## src/rtl/way_fill_pkg.sv

```systemverilog
// Shared types and sizing helpers for the way-fill demultiplexer.
package way_fill_pkg;

  typedef enum logic [1:0] {
    IDLE    = 2'd0,
    COLLECT = 2'd1,
    WRITE   = 2'd2
  } fill_state_t;

  function automatic int beats(input int line_size, input int beat_width);
    return line_size / beat_width;
  endfunction

  // Beat-count width for the default 32-bit line of 8-bit beats.
  localparam int DEF_BEATS = 4;
  localparam int CNT_W     = $clog2(DEF_BEATS);

endpackage

```

## src/rtl/way_select_decoder.sv

```systemverilog
// Binary way index to one-hot write enable; silent for disabled or out-of-range indices.
module way_select_decoder
  import way_fill_pkg::*;
#(
  parameter int WAYS  = 8,
  parameter int IDX_W = 3
) (
  input  logic             i_en,
  input  logic [IDX_W-1:0] i_idx,
  output logic [WAYS-1:0]  o_onehot
);

  // Only indices below WAYS can ever match, so out-of-range requests decode to zero.
  always_comb begin
    o_onehot = '0;
    for (int i = 0; i < WAYS; i++) begin
      o_onehot[i] = i_en && (i_idx == IDX_W'(i));
    end
  end

endmodule

```

## src/rtl/way_fill_demux.sv

```systemverilog
// Collects serial fill beats into a cache line and pulses a one-hot way write for one cycle.
// Optional macro WAY_FILL_BACK2BACK_EN lets a new request be accepted during the WRITE cycle.
module way_fill_demux
  import way_fill_pkg::*;
#(
  parameter int lineSize  = 32,
  parameter int ways      = 8,
  parameter int beatWidth = 8
) (
  input  logic                    clk,
  input  logic                    reset,
  input  logic                    reqValid,
  input  logic [$clog2(ways)-1:0] reqWay,
  output logic                    reqReady,
  input  logic                    beatValid,
  input  logic [beatWidth-1:0]    beatData,
  output logic                    beatReady,
  output logic [ways-1:0]         wayWrite,
  output logic [lineSize-1:0]     lineOut,
  output logic                    busy
);

  localparam int BEATS    = beats(lineSize, beatWidth);
  localparam int CNT_BITS = $clog2(BEATS);
  localparam int WAY_W    = $clog2(ways);

  fill_state_t         r_state;
  fill_state_t         w_state_nxt;
  logic [CNT_BITS-1:0] r_cnt;
  logic [WAY_W-1:0]    r_way;
  logic [lineSize-1:0] r_line;
  logic                w_req_acc;
  logic                w_beat_acc;
  logic                w_write_en;

  always_comb begin
    w_state_nxt = r_state;
    reqReady    = 1'b0;
    beatReady   = 1'b0;
    busy        = 1'b1;
    case (r_state)
      IDLE: begin
        reqReady = 1'b1;
        busy     = 1'b0;
        if (reqValid) w_state_nxt = COLLECT;
      end
      COLLECT: begin
        beatReady = 1'b1;
        if (beatValid && (r_cnt == CNT_BITS'(BEATS - 1))) w_state_nxt = WRITE;
      end
      WRITE: begin
`ifdef WAY_FILL_BACK2BACK_EN
        reqReady    = 1'b1;
        w_state_nxt = reqValid ? COLLECT : IDLE;
`else
        w_state_nxt = IDLE;
`endif
      end
      default: w_state_nxt = IDLE;
    endcase
  end

  assign w_req_acc  = reqValid && reqReady;
  assign w_beat_acc = beatValid && beatReady;
  assign w_write_en = (r_state == WRITE);

  // Unwritten beat slots keep the previous line's bits until overwritten.
  always_ff @(posedge clk) begin
    if (reset) begin
      r_state <= IDLE;
      r_cnt   <= '0;
      r_way   <= '0;
      r_line  <= '0;
    end else begin
      r_state <= w_state_nxt;
      if (w_req_acc) begin
        r_way <= reqWay;
        r_cnt <= '0;
      end
      if (w_beat_acc) begin
        r_cnt <= r_cnt + CNT_BITS'(1);
        for (int k = 0; k < BEATS; k++) begin
          if (r_cnt == CNT_BITS'(k)) r_line[k*beatWidth +: beatWidth] <= beatData;
        end
      end
    end
  end

  assign lineOut = r_line;

  way_select_decoder #(
    .WAYS  (ways),
    .IDX_W (WAY_W)
  ) u_way_dec (
    .i_en     (w_write_en),
    .i_idx    (r_way),
    .o_onehot (wayWrite)
  );

endmodule

```

## config.mk

```make
export PLATFORM = sky130hd
export DESIGN_NAME = way_fill_demux
export DESIGN_NICKNAME = d
export VERILOG_FILES = /design/src/rtl/way_fill_pkg.sv /design/src/rtl/way_select_decoder.sv /design/src/rtl/way_fill_demux.sv
export SDC_FILE = /design/constraint.sdc
export NUM_CORES = 1
export LEC_CHECK = 0
export ABC_CLOCK_PERIOD_IN_PS = 1600
export BUFFER_PORTS_ARGS = -buffer_cell sky130_fd_sc_hd__buf_2
export CAP_MARGIN = 15
export CORE_MARGIN = 4
export CORE_UTILIZATION = 49
export CTS_CLUSTER_SIZE = 20
export DETAILED_ROUTE_END_ITERATION = 7
export PLACE_DENSITY = 0.84
export SYNTH_ARGS = -nofsm -noshare
export SYNTH_HDL_FRONTEND = slang
export SYNTH_SLANG_ARGS = --single-unit
```

## constraint.sdc

```tcl
create_clock -name clk -period 1.6 [get_ports clk]
set_input_delay 0.24 -clock clk [delete_from_list [all_inputs] [get_ports clk]]
set_output_delay 0.24 -clock clk [all_outputs]
set_load 0.1 [all_outputs]
```

==> flow_summary.html <==
<table>
<tr><th>Metric</th><th>Value</th></tr>
<tr><th colspan="2">Run status</th></tr>
<tr><td>Outcome</td><td>complete, but fails checks</td></tr>
<tr><td>Violations in the final reports</td><td>setup timing</td></tr>
<tr><th colspan="2">Detailed routing</th></tr>
<tr><td>Antenna violation net count after detailed routing</td><td>0</td></tr>
<tr><td>Average wire per standard cell</td><td>17.5 µm</td></tr>
<tr><td>Via density</td><td>5.48</td></tr>
<tr><td>DRC marker count from the first detailed-route iteration</td><td>between 200 and 250</td></tr>
<tr><td>Routed vias</td><td>roughly 1,700</td></tr>
<tr><td>Detailed-router iteration count before antenna repair</td><td>4</td></tr>
<tr><td>DRT Wirelength</td><td>5520 µm</td></tr>
<tr><td>DR DRC count</td><td>0</td></tr>
<tr><th colspan="2">Critical path</th></tr>
<tr><td>Reg2reg path depth</td><td>7</td></tr>
<tr><td>Arrival time of the worst setup path</td><td>1.51 ns</td></tr>
<tr><td>Worst-path fanout max</td><td>3</td></tr>
<tr><td>Required time worst endpoint</td><td>1.36 ns</td></tr>
<tr><td>Worst r2r dst</td><td>lineOut[19]$_SDFFE_PP0P_</td></tr>
<tr><td>Type of the worst setup path</td><td>register to output port</td></tr>
<tr><td>Launch point of the worst reg-to-reg path</td><td>r_state[1]$_SDFFE_PP0P_</td></tr>
<tr><td>Register-to-register path setup slack</td><td>-0.01 ns</td></tr>
<tr><td>Category of the worst setup path launch point</td><td>register</td></tr>
<tr><td>Critical path capture point type</td><td>output port</td></tr>
<tr><th colspan="2">Job</th></tr>
<tr><td>Number of maximum-capacitance violations</td><td>0</td></tr>
<tr><th colspan="2">Synth</th></tr>
<tr><td>Unique cell type count in the Yosys netlist</td><td>25</td></tr>
<tr><td>Cell area after synthesis</td><td>1640 µm²</td></tr>
<tr><td>Synth Area per Inst</td><td>8.28 µm²</td></tr>
<tr><td>Number of warnings printed during yosys synthesis</td><td>0</td></tr>
<tr><td>Sequential share of the synthesized area</td><td>47.6%</td></tr>
<tr><td>Synthesis-stage register bit count</td><td>39</td></tr>
<tr><td>Syn_nets</td><td>217</td></tr>
<tr><td>Post-synthesis instance total</td><td>a little under 200</td></tr>
<tr><th colspan="2">STA</th></tr>
<tr><td>Total setup violations reported at the end of the flow</td><td>11</td></tr>
<tr><td>Minimum clock period</td><td>1.75 ns</td></tr>
<tr><td>Final hold violation count</td><td>0</td></tr>
<tr><td>Least-Margin Pin Slew</td><td>0.510 ns</td></tr>
<tr><td>Worst slew margin relative to its limit</td><td>about two thirds</td></tr>
<tr><td>Worst Skew</td><td>0.00745 ns</td></tr>
<tr><td>Upper clock frequency limit</td><td>572 MHz</td></tr>
<tr><td>Final period util</td><td>109%</td></tr>
<tr><td>Final Max Slew Viols</td><td>0</td></tr>
<tr><td>WHS</td><td>0.112 ns</td></tr>
<tr><td>Post-layout worst setup margin</td><td>-0.147 ns</td></tr>
<tr><td>Setup repair after global routing missed its margin</td><td>yes</td></tr>
<tr><th colspan="2">Clocking</th></tr>
<tr><td>Number of buffers created by CTS</td><td>5</td></tr>
<tr><td>Depth of the CTS H-tree</td><td>2</td></tr>
<tr><td>Worst-Skew Late Latency</td><td>0.35 ns</td></tr>
<tr><td>Clock sink total</td><td>39</td></tr>
<tr><td>Clock slew at the register clock pins of the worst setup and hold paths</td><td>0.11 ns</td></tr>
<tr><td>Root buf cell</td><td>sky130_fd_sc_hd__clkbuf_4</td></tr>
<tr><td>Deepest clock path buffer count</td><td>2</td></tr>
<tr><td>Clock tree from TritonCTS</td><td>yes</td></tr>
<tr><th colspan="2">Worst hold path</th></tr>
<tr><td>Worst Min Path Start</td><td>reqWay[1]</td></tr>
<tr><td>Hold path endpoint</td><td>r_way[1]$_SDFFE_PP0P_</td></tr>
<tr><td>Type of the worst min-delay path</td><td>input pin to register</td></tr>
<tr><td>Number of cells on the worst hold path</td><td>3</td></tr>
<tr><th colspan="2">Placed design</th></tr>
<tr><td>Weighted congestion at the end of routability-driven global placement</td><td>~0.86</td></tr>
<tr><td>Number of port buffers</td><td>57</td></tr>
<tr><td>Detail Placement HPWL</td><td>around 3000 µm</td></tr>
<tr><td>Total placed instance area</td><td>around 2200 µm²</td></tr>
<tr><th colspan="2">Die</th></tr>
<tr><td>Core Region</td><td>approximately 3100 µm²</td></tr>
<tr><td>Effective utilization at floorplan</td><td>52.4%</td></tr>
<tr><td>Die extent in y</td><td>65.9 µm</td></tr>
<tr><td>Total die area</td><td>4340 µm²</td></tr>
<tr><td>Number of placed I/O pins</td><td>58</td></tr>
<tr><td>Horizontal die dimension</td><td>roughly 66 µm</td></tr>
<tr><td>FP Rows</td><td>20</td></tr>
<tr><th colspan="2">Final layout</th></tr>
<tr><td>Leading cell types in the layout, fill and taps excluded</td><td>70 x sky130_fd_sc_hd__nand2_1, 46 x sky130_fd_sc_hd__buf_2, 34 x sky130_fd_sc_hd__dfxtp_1</td></tr>
<tr><td>Diodes inserted</td><td>0</td></tr>
<tr><td>Share of layout cells above drive strength 1</td><td>44.9%</td></tr>
<tr><td>Final design instance area without fill</td><td>2530 µm²</td></tr>
<tr><td>Area Overhead vs Synth</td><td>54.3%</td></tr>
<tr><td>Most frequent standard cell in the layout excluding fill and tap cells</td><td>sky130_fd_sc_hd__nand2_1</td></tr>
<tr><td>Fillcell total</td><td>177</td></tr>
<tr><td>Nets</td><td>between 200 and 300</td></tr>
<tr><th colspan="2">Pwr</th></tr>
<tr><td>Static power due to leakage</td><td>between 1 and 1.5 nW</td></tr>
<tr><td>Post-layout total power</td><td>between 0.0015 and 0.002 W</td></tr>
<tr><td>Areal power density over the cells</td><td>767 nW/µm²</td></tr>
<tr><td>Peak ir drop on the vdd network</td><td>607 µV</td></tr>
<tr><th colspan="2">Global route</th></tr>
<tr><td>Via count of the first global-routing pass</td><td>roughly 1,600</td></tr>
<tr><td>Maximum number of pins on one net before global-route repair</td><td>25</td></tr>
<tr><td>Global-route usage over all layers</td><td>22.6%</td></tr>
<tr><td>Global-route wire length before repair</td><td>between 7000 and 8000 µm</td></tr>
<tr><td>Sum of overflow across all layers after global routing</td><td>0</td></tr>
<tr><td>Antenna violations before repair</td><td>0</td></tr>
</table>
==> worst max-delay path: stages, from the launching register on <==
cell                      delay [ns]
sky130_fd_sc_hd__dfxtp_4        0.37
sky130_fd_sc_hd__or3b_4         0.42
sky130_fd_sc_hd__nor3_4         0.17
sky130_fd_sc_hd__buf_12         0.20
==> cell families (layout without fill, tap and decap cells) <==
group	count (synthesis)	after routing	synth area share [%]
simple gates	102	102	31.4
fa+ha+maj	4	4	3.05
flops	39	39	47.6
buf+inv	15	89	5.95
compound gates	38	38	12.0
==> layer usage <==
metal | global-route usage [%] | part of all wire [%] | vias to the layer above
met5 | 0 | 0 | -
met4 | 5.96 | 2.2 | 0
met3 | 4.25 | 7.9 | 13
met2 | 38.0 | 50 | 93
met1 | 29.6 | 40 | 822
li1 | - | - | 803
==> worst max path at each step <==
| stage | start | cells after the start | endpoint |
|---|---|---|---|
| global placement | r_state[1]$_SDFFE_PP0P_ | 3 | wayWrite[0] |
| CTS | r_way[0]$_SDFFE_PP0P_ | 3 | wayWrite[0] |
| floorplan | r_state[1]$_SDFFE_PP0P_ | 3 | wayWrite[1] |
| detailed placement | r_state[1]$_SDFFE_PP0P_ | 3 | wayWrite[0] |
| global route | r_way[0]$_SDFFE_PP0P_ | 3 | wayWrite[0] |
| finish | r_way[0]$_SDFFE_PP0P_ | 3 | wayWrite[0] |
==> metrics by stage <==
step | std cells | setup slack [ns] | util [%] | setup TNS, ns
after detailed placement | 291 | 0.168 | 70.6 | 0
after global placement | 291 | 0.183 | 70.6 | 0
after floorplan | 198 | -0.283 | - | -0.955
after CTS | 311 | -0.134 | 77.2 | -0.347
final | 316 | -0.147 | 80.9 | -0.708
after global routing | 316 | -0.207 | 80.9 | -1.26
==> power breakdown <==
group	switching (W)	internal, W	total [W]
Combinational	0.000250	0.000114	0.000364
Clock	0.000313	0.000259	0.000572
Sequential	0.0000200	0.000986	0.00101
Total	0.000584	0.00136	0.00194
==> Yosys cell counts <==
cell                       number  area [µm²]
sky130_fd_sc_hd__a21oi_1       36         180
sky130_fd_sc_hd__a21oi_2        1        8.76
sky130_fd_sc_hd__and2b_2        1        8.76
sky130_fd_sc_hd__and4b_1        3        30.0
sky130_fd_sc_hd__and4b_2        1        11.3
sky130_fd_sc_hd__buf_4          5        37.5
sky130_fd_sc_hd__buf_6          3        33.8
sky130_fd_sc_hd__clkbuf_1       4        15.0
sky130_fd_sc_hd__dfxtp_1       39         781
sky130_fd_sc_hd__ha_1           4        50.1
sky130_fd_sc_hd__inv_1          3        11.3
sky130_fd_sc_hd__nand2_1       72         270
sky130_fd_sc_hd__nand2b_1       1        6.26
sky130_fd_sc_hd__nand3_1        3        15.0
sky130_fd_sc_hd__nand3b_1       2        15.0
sky130_fd_sc_hd__nand4b_1       1        8.76
sky130_fd_sc_hd__nand4b_2       4        60.1
sky130_fd_sc_hd__nor2_1         5        18.8
sky130_fd_sc_hd__nor3_1         4        20.0
sky130_fd_sc_hd__nor3b_4        1        18.8
sky130_fd_sc_hd__nor4_1         1        6.26
sky130_fd_sc_hd__o31ai_1        1        7.51
sky130_fd_sc_hd__or2_2          1        6.26
sky130_fd_sc_hd__or3b_1         1        8.76
sky130_fd_sc_hd__or3b_4         1        11.3
==> what timing repair did <==
item,CTS,global route
cloned,0,1
setup buffers,12,4
resized for setup,14,18
pin swaps,3,6
hold buffers,0,0
endpoints found under the hold margin,0,0
setup endpoints to repair,10,29
==> sequential cells by signal, summed over array words and instances (netlist names) <==
signal and flops:
r_way 3, r_state 2, lineOut 32, r_cnt 2
==> cell type report <==
cell class	count	area, µm²	area share [%]
Clock buffer	8	68.8	2.72
Multi-Input combinational cell	144	920	36.3
Sequential cell	39	797	31.5
Inverter	3	15.0	0.593
Tap cell	44	55.1	2.17
Timing Repair Buffer	78	676	26.7
(Power assumes the default switching activity.)
